===== src/rtl/fetch_prefetch_pkg.sv =====
// rtl/fetch_prefetch_pkg.sv - shared MIPS fetch definitions: state encoding, opcode field, halt opcode
package fetch_prefetch_pkg;

   typedef enum logic [1:0] {
      ST_IDLE   = 2'd0,
      ST_RUN    = 2'd1,
      ST_HALTED = 2'd2
   } fetch_state_e;

   localparam int OP_CODE_HI = 31;
   localparam int OP_CODE_LO = 26;
   localparam int OP_CODE_W  = OP_CODE_HI - OP_CODE_LO + 1;

   localparam logic [OP_CODE_W-1:0] HALT_OP_DEFAULT = 6'b111111;

   localparam logic [1:0] PC_SRC_REGISTER = 2'd0;
   localparam logic [1:0] PC_SRC_JUMP     = 2'd1;

endpackage


===== src/rtl/fetch_fifo.sv =====
// rtl/fetch_fifo.sv - fetch queue: power-of-two depth FIFO with synchronous flush
module fetch_fifo #(
   parameter int WIDTH = 39,
   parameter int DEPTH = 4,
   localparam int AW = (DEPTH > 1) ? $clog2(DEPTH) : 1,
   localparam int CW = AW + 1
) (
   input  logic             clock,
   input  logic             reset,
   input  logic             flush,
   input  logic             push,
   input  logic [WIDTH-1:0] push_data,
   input  logic             pop,
   output logic [WIDTH-1:0] head_data,
   output logic             empty,
   output logic [CW-1:0]    count
);

   logic [WIDTH-1:0] storage [DEPTH];
   logic [AW-1:0]    wr_ptr;
   logic [AW-1:0]    rd_ptr;

   // Data storage carries no reset; validity is tracked by the pointers and count.
   always_ff @(posedge clock) begin
      if (push && !flush) begin
         storage[wr_ptr] <= push_data;
      end
   end

   always_ff @(posedge clock or posedge reset) begin
      if (reset) begin
         wr_ptr <= '0;
         rd_ptr <= '0;
         count  <= '0;
      end else if (flush) begin
         wr_ptr <= '0;
         rd_ptr <= '0;
         count  <= '0;
      end else begin
         if (push) wr_ptr <= wr_ptr + 1'b1;
         if (pop)  rd_ptr <= rd_ptr + 1'b1;
         case ({push, pop})
            2'b10:   count <= count + 1'b1;
            2'b01:   count <= count - 1'b1;
            default: count <= count;
         endcase
      end
   end

   assign head_data = storage[rd_ptr];
   assign empty     = (count == '0);

endmodule


===== src/rtl/fetch_prefetch.sv =====
// rtl/fetch_prefetch.sv - instruction prefetcher: PC, 1-cycle instruction memory, fetch queue, halt/redirect FSM
module fetch_prefetch
   import fetch_prefetch_pkg::*;
#(
   parameter int                   NB_DATA = 32,
   parameter int                   NB_ADDR = 7,
   parameter int                   DEPTH   = 4,
   parameter int                   PC_STEP = 4,
   parameter logic [OP_CODE_W-1:0] HALT_OP = HALT_OP_DEFAULT
) (
   input  logic               clock_i,
   input  logic               reset_i,
   input  logic               enable_i,
   input  logic               en_write_i,
   input  logic [NB_ADDR-1:0] addr_i_write,
   input  logic [NB_DATA-1:0] data_i,
   input  logic               redirect_i,
   input  logic [1:0]         pc_src,
   input  logic [NB_ADDR-1:0] address_register,
   input  logic [NB_ADDR-1:0] address_jump,
   input  logic [NB_ADDR-1:0] address_branch,
   output logic               instr_valid_o,
   input  logic               instr_ready_i,
   output logic [NB_DATA-1:0] instruction_o,
   output logic [NB_ADDR-1:0] pc_o,
   output logic               halted_o
);

   localparam int                 AW   = (DEPTH > 1) ? $clog2(DEPTH) : 1;
   localparam int                 CW   = AW + 1;
   localparam logic [NB_ADDR-1:0] STEP = NB_ADDR'(PC_STEP);
   localparam logic [CW:0]        CAP  = (CW+1)'(DEPTH);

   fetch_state_e state_q;
   fetch_state_e state_d;

   logic [NB_DATA-1:0] imem [2**NB_ADDR];
   logic [NB_DATA-1:0] rd_data_q;
   logic [NB_ADDR-1:0] pc_q;
   logic               inflight_q;
   logic [NB_ADDR-1:0] inflight_pc_q;
   logic [NB_ADDR-1:0] target;

   logic                       issue;
   logic                       push;
   logic                       pop;
   logic                       halt_push;
   logic                       room;
   logic                       fifo_empty;
   logic [CW-1:0]              fifo_count;
   logic [CW:0]                occupancy;
   logic [NB_ADDR+NB_DATA-1:0] fifo_head;

   always_comb begin
      case (pc_src)
         PC_SRC_REGISTER: target = address_register;
         PC_SRC_JUMP:     target = address_jump;
         default:         target = address_branch;
      endcase
   end

   // Any read in flight already owns a queue slot so a push can never hit a full queue.
   assign occupancy = {1'b0, fifo_count} + {{CW{1'b0}}, inflight_q};
   assign room      = (occupancy < CAP);
   assign push      = inflight_q && !redirect_i;
   assign halt_push = push && (rd_data_q[OP_CODE_HI:OP_CODE_LO] == HALT_OP);
   assign pop       = instr_valid_o && instr_ready_i;

   always_ff @(posedge clock_i or posedge reset_i) begin
      if (reset_i) state_q <= ST_IDLE;
      else         state_q <= state_d;
   end

   always_comb begin
      state_d = state_q;
      if (redirect_i) begin
         state_d = ST_RUN;
      end else begin
         case (state_q)
            ST_IDLE:   if (enable_i) state_d = ST_RUN;
            ST_RUN:    if (halt_push) state_d = ST_HALTED;
            ST_HALTED: state_d = ST_HALTED;
            default:   state_d = ST_IDLE;
         endcase
      end
   end

   // Enable in IDLE counts as running, so the first read goes out on the same edge that leaves IDLE.
   always_comb begin
      issue    = 1'b0;
      halted_o = (state_q == ST_HALTED);
      if ((state_q == ST_RUN) || (state_q == ST_IDLE)) begin
         issue = enable_i && !redirect_i && room && !halt_push;
      end
   end

   // Write and read share an edge; the nonblocking read returns the pre-write word.
   always_ff @(posedge clock_i) begin
      if (en_write_i) imem[addr_i_write] <= data_i;
      if (issue)      rd_data_q <= imem[pc_q];
   end

   always_ff @(posedge clock_i or posedge reset_i) begin
      if (reset_i) begin
         pc_q          <= '0;
         inflight_q    <= 1'b0;
         inflight_pc_q <= '0;
      end else if (redirect_i) begin
         pc_q          <= target;
         inflight_q    <= 1'b0;
      end else begin
         inflight_q <= issue;
         if (issue) begin
            pc_q          <= pc_q + STEP;
            inflight_pc_q <= pc_q + STEP;
         end
      end
   end

   fetch_fifo #(
      .WIDTH (NB_ADDR + NB_DATA),
      .DEPTH (DEPTH)
   ) u_fetch_fifo (
      .clock     (clock_i),
      .reset     (reset_i),
      .flush     (redirect_i),
      .push      (push),
      .push_data ({inflight_pc_q, rd_data_q}),
      .pop       (pop),
      .head_data (fifo_head),
      .empty     (fifo_empty),
      .count     (fifo_count)
   );

   assign instr_valid_o = !fifo_empty;
   assign instruction_o = instr_valid_o ? fifo_head[NB_DATA-1:0] : '0;
   assign pc_o          = instr_valid_o ? fifo_head[NB_ADDR+NB_DATA-1:NB_DATA] : '0;

endmodule


===== config.mk =====
export PLATFORM = sky130hd
export DESIGN_NAME = fetch_prefetch
export DESIGN_NICKNAME = d
export VERILOG_FILES = /design/src/rtl/fetch_prefetch_pkg.sv /design/src/rtl/fetch_fifo.sv /design/src/rtl/fetch_prefetch.sv
export SDC_FILE = /design/constraint.sdc
export NUM_CORES = 2
export LEC_CHECK = 0
export CAP_MARGIN = 10
export CORE_UTILIZATION = 60
export DETAILED_ROUTE_END_ITERATION = 7
export GPL_TIMING_DRIVEN = 0
export PLACE_DENSITY = 0.78
export REMOVE_ABC_BUFFERS = 1
export SYNTH_ARGS = -nofsm -noshare
export SYNTH_HDL_FRONTEND = slang
export SYNTH_HIERARCHICAL = 1
export SYNTH_MEMORY_MAX_BITS = 65536
export SYNTH_SLANG_ARGS = --single-unit

===== constraint.sdc =====
create_clock -name clock_i -period 5.3 [get_ports clock_i]
set_input_delay 0.53 -clock clock_i [delete_from_list [all_inputs] [get_ports clock_i]]
set_output_delay 0.53 -clock clock_i [all_outputs]
set_load 0.01 [all_outputs]

==> run_results.csv <==
group,metric,value,unit
floorplanning,row_count,191,
cts,cts.clk_slew.worst_paths,0.07,ns
floorplanning,die_w,525,um
grt,grt_start_max_net_pins,97,
route,top_layer,"met5",
floorplanning,ios,109,
critical_path,critPathLaunchType,"register",
placement,gp_congestion,0.851,
placement,place_area,0.175,sq mm
critical_path,crit_path_frequent_cell,"buf_16",
synthesis,synth_compound_area_frac,0.0288,
synthesis,muxShareOfSynthArea,0.154,
timing,setup_violations,0,
floorplanning,start_util,0.604,
power,cellPowerDensity,416,mW/mm^2
synthesis,syn-instance-count,7216,
synthesis,synth.distinct_cells,62,
synthesis,yosys_warnings,6,
timing,worst_pin_slew,1.40,ns
grt,grt_pass1_vias,85300,
cts,cts_tree,"done",
grt,overflow,0,
cts,worstSkewPairLatency,0.94,ns
synthesis,synth-xor-area-share,0.000588,
synthesis,synthArstFlopShare,0.00557,
power,p_sw_frac,0.256,
finish,final_common_cell,"edfxtp_1",
cts,cts_buffers,404,
critical_path,crit_type,"reg -> reg",
power,power_frac_comb,0.141,
floorplanning,coreArea,0.271,sq mm
finish,layout_common_cells,"edfxtp_1, mux4_2, clkbuf_16, mux2i_1, nand2_1",
finish,fin_util,0.693,
power,power.internal,58200,uW
floorplanning,die_y,525,um
route,wl_per_cell,41.0,um
placement,io_buffers,108,
power,clockPowerShare,0.370,
route,first_pass_iters,8,
finish,final_area,0.188,sq mm
grt,antenna_found_initial,31,
critical_path,cp-end-kind,"register",
route,drc_errors,0,
power,vdd_drop_max,0.000315,V
route,vias,84400,
cts,htree_levels,5,
route,postRouteAntennaNets,0,
timing,slew_headroom,0.0567,
route,via_per_inst,7.33,
cts,clockBufferDepth,4,
power,power_switching,20000,uW
synthesis,synth-simple-area-share,0.0148,
route,route.final.wire_length,472000,um
synthesis,ys_seq_elements,4308,
grt,track_usage,0.344,
critical_path,path_cells,"buf_4 -> buf_12 -> buf_16 -> buf_16 -> buf_16 -> mux4_2 -> a22oi_1 -> nand2_1 -> a21oi_1 -> a32oi_1",
critical_path,critPathMaxFanout,42,
finish,fin_nets,7689,
finish,syn_to_final_growth,14.7,%
synthesis,syn_avg_cell_area,22.7,sq um
timing,hold_viol,0,
route,drt-initial-drc-count,14700,
cts,clock-sinks,4308,
placement,hpwl,262000,um
status,status,"completed",
synthesis,synth_edf_count,4284,
timing,slew_violations,0,
cts,ctsRootBufferMaster,"clkbuf_16",
timing,skew,0.0537,ns
critical_path,worstPathArrival,5.84,ns
grt,grt_pass1_wl,657000,um
timing,period_needed,5.29,ns
synthesis,yosysSeqAreaShare,0.789,
critical_path,required,5.86,ns
synthesis,synth_top_family_by_area,"multiplexers",
power,p_leak,0.0584,uW
critical_path,crit_slowest_cell,"a21oi_1",
critical_path,slowest_delay,1.01,ns
min_path,hp-class,"in -> reg",
job,maxCapViolations,0,
synthesis,synth_fa_ha_area_frac,0.000733,
synthesis,ys.flop_type,"edfxtp_1",
synthesis,syn_area,0.164,sq mm
power,power,78100,uW
floorplanning,dieArea,0.275,sq mm
route,wl_met3,66200,um
route,dr_wl_met2,223000,um
finish,drive_gt1_frac,0.264,
route,met1_length,147000,um
timing,fmax,189,MHz
power,seqPwrFrac,0.488,
timing,fin_crit_sh,0.997,
timing,rsz0062_at_grt,"false",
-- logic make-up (layout without fill, tap and decap cells) --
logic type | count (synthesis) | after routing
other | 0 | 10
multiplexers | 1284 | 1284
adder cells (fa/ha/maj) | 9 | 9
XOR/XNOR | 11 | 11
flip-flops | 4308 | 4308
buffers and inverters | 432 | 1152
AO/OA/AOI/OAI | 637 | 637
AND/OR/NAND/NOR | 535 | 535
-- metal layers --
| metal | up-vias | track usage |
|---|---|---|
| met5 | - | 0 |
| met4 | 24 | 0.213 |
| met3 | 1508 | 0.0894 |
| met2 | 7989 | 0.540 |
| met1 | 43300 | 0.433 |
| li1 | 31600 | - |
-- flip-flops by register name, indices dropped and copies added, names as in the netlist --
name	cells
pc_q	7
state_q	2
rd_data_q	32
inflight_q	1
u_fetch_fifo/count	3
imem	4096
inflight_pc_q	7
u_fetch_fifo/rd_ptr	2
u_fetch_fifo/wr_ptr	2
u_fetch_fifo/storage	156
-- through the flow --
stage / setup WS [ns] / cells / setup TNS, ns / hold slack [ns]
2_1_floorplan: -37.79 / 6794 / -1404.25 / 0.333
3_3_place_gp: -56.87 / 10500 / -7198.08 / 0.469
3_5_place_dp: -0.215 / 10800 / -0.236 / 0.482
4_1_cts: 0.302 / 11500 / 0 / 0.0207
5_1_grt: 0.0218 / 11500 / 0 / 0.0562
6_report: 0.0133 / 11500 / 0 / 0.0473
-- final timing paths --
check,start,end,slack [ns],cells after the start
max in group asynchronous,reset_i,pc_q[6],4.17,3
max,pc_q[0],rd_data_q[14],0.01,10
min reg2reg,inflight_pc_q[0],u_fetch_fifo/storage[3][32],0.51,0
max reg2reg,pc_q[0],rd_data_q[14],0.01,10
min,data_i[16],imem[76][16],0.05,1
min in group asynchronous,reset_i,u_fetch_fifo/rd_ptr[0],0.47,3
-- Yosys cell counts, types with 24 or more instances --
| master | n | area [sq um] |
|---|---|---|
| edfxtp_1 | 4284 | 129000 |
| mux4_2 | 982 | 22100 |
| mux2i_1 | 278 | 2780 |
| clkbuf_1 | 208 | 781 |
| nor2_1 | 177 | 664 |
| nand2_1 | 161 | 604 |
| buf_2 | 114 | 571 |
| o22ai_1 | 106 | 663 |
| a22oi_1 | 77 | 578 |
| a21oi_1 | 74 | 370 |
| a22o_1 | 67 | 587 |
| o221ai_1 | 64 | 561 |
| nor2b_1 | 61 | 382 |
| buf_4 | 49 | 368 |
| nand3_1 | 43 | 215 |
| o21ai_0 | 43 | 215 |
| a221oi_1 | 39 | 342 |
| buf_1 | 35 | 131 |
| nor3_1 | 32 | 160 |
| a32o_1 | 24 | 240 |
| dfrtp_1 | 24 | 601 |
| nor4_1 | 24 | 150 |
-- worst max-delay path, delay by kind of cell, from the launching register on --
family,cells,cell delay (ns)
simple gates,1,0.41
buf+inv,5,1.50
compound gates,3,1.75
flops,1,0.46
mux,1,0.56
-- layout make-up --
type	instances	area [sq um]
Antenna cell	10	25.0
Clock buffer	473	10600
Clock inverter	257	2320
Fill cell	14300	83200
Inverter	10	40.0
Multi-Input combinational cell	2476	33700
Sequential cell	4308	129000
Tap cell	3570	4470
Timing Repair Buffer	412	7630
-- power groups by stage --
stage          clock (uW)  combinational (uW)  sequential [uW]
2_1_floorplan           0                8150            39300
3_3_place_gp            0               10500            39700
5_1_grt             30100               11200            38200
3_5_place_dp            0               10400            38900
6_report            28900               11100            38200
4_1_cts             28900               10800            38100
-- repair_timing --
item                                   CTS  global route
hold buffers                             2             0
endpoints found under the hold margin   22             0
resized for setup                        1             0
setup buffers                            3             0
setup endpoints to repair               11             0
Note: power is estimated with default switching activity, not from simulation.
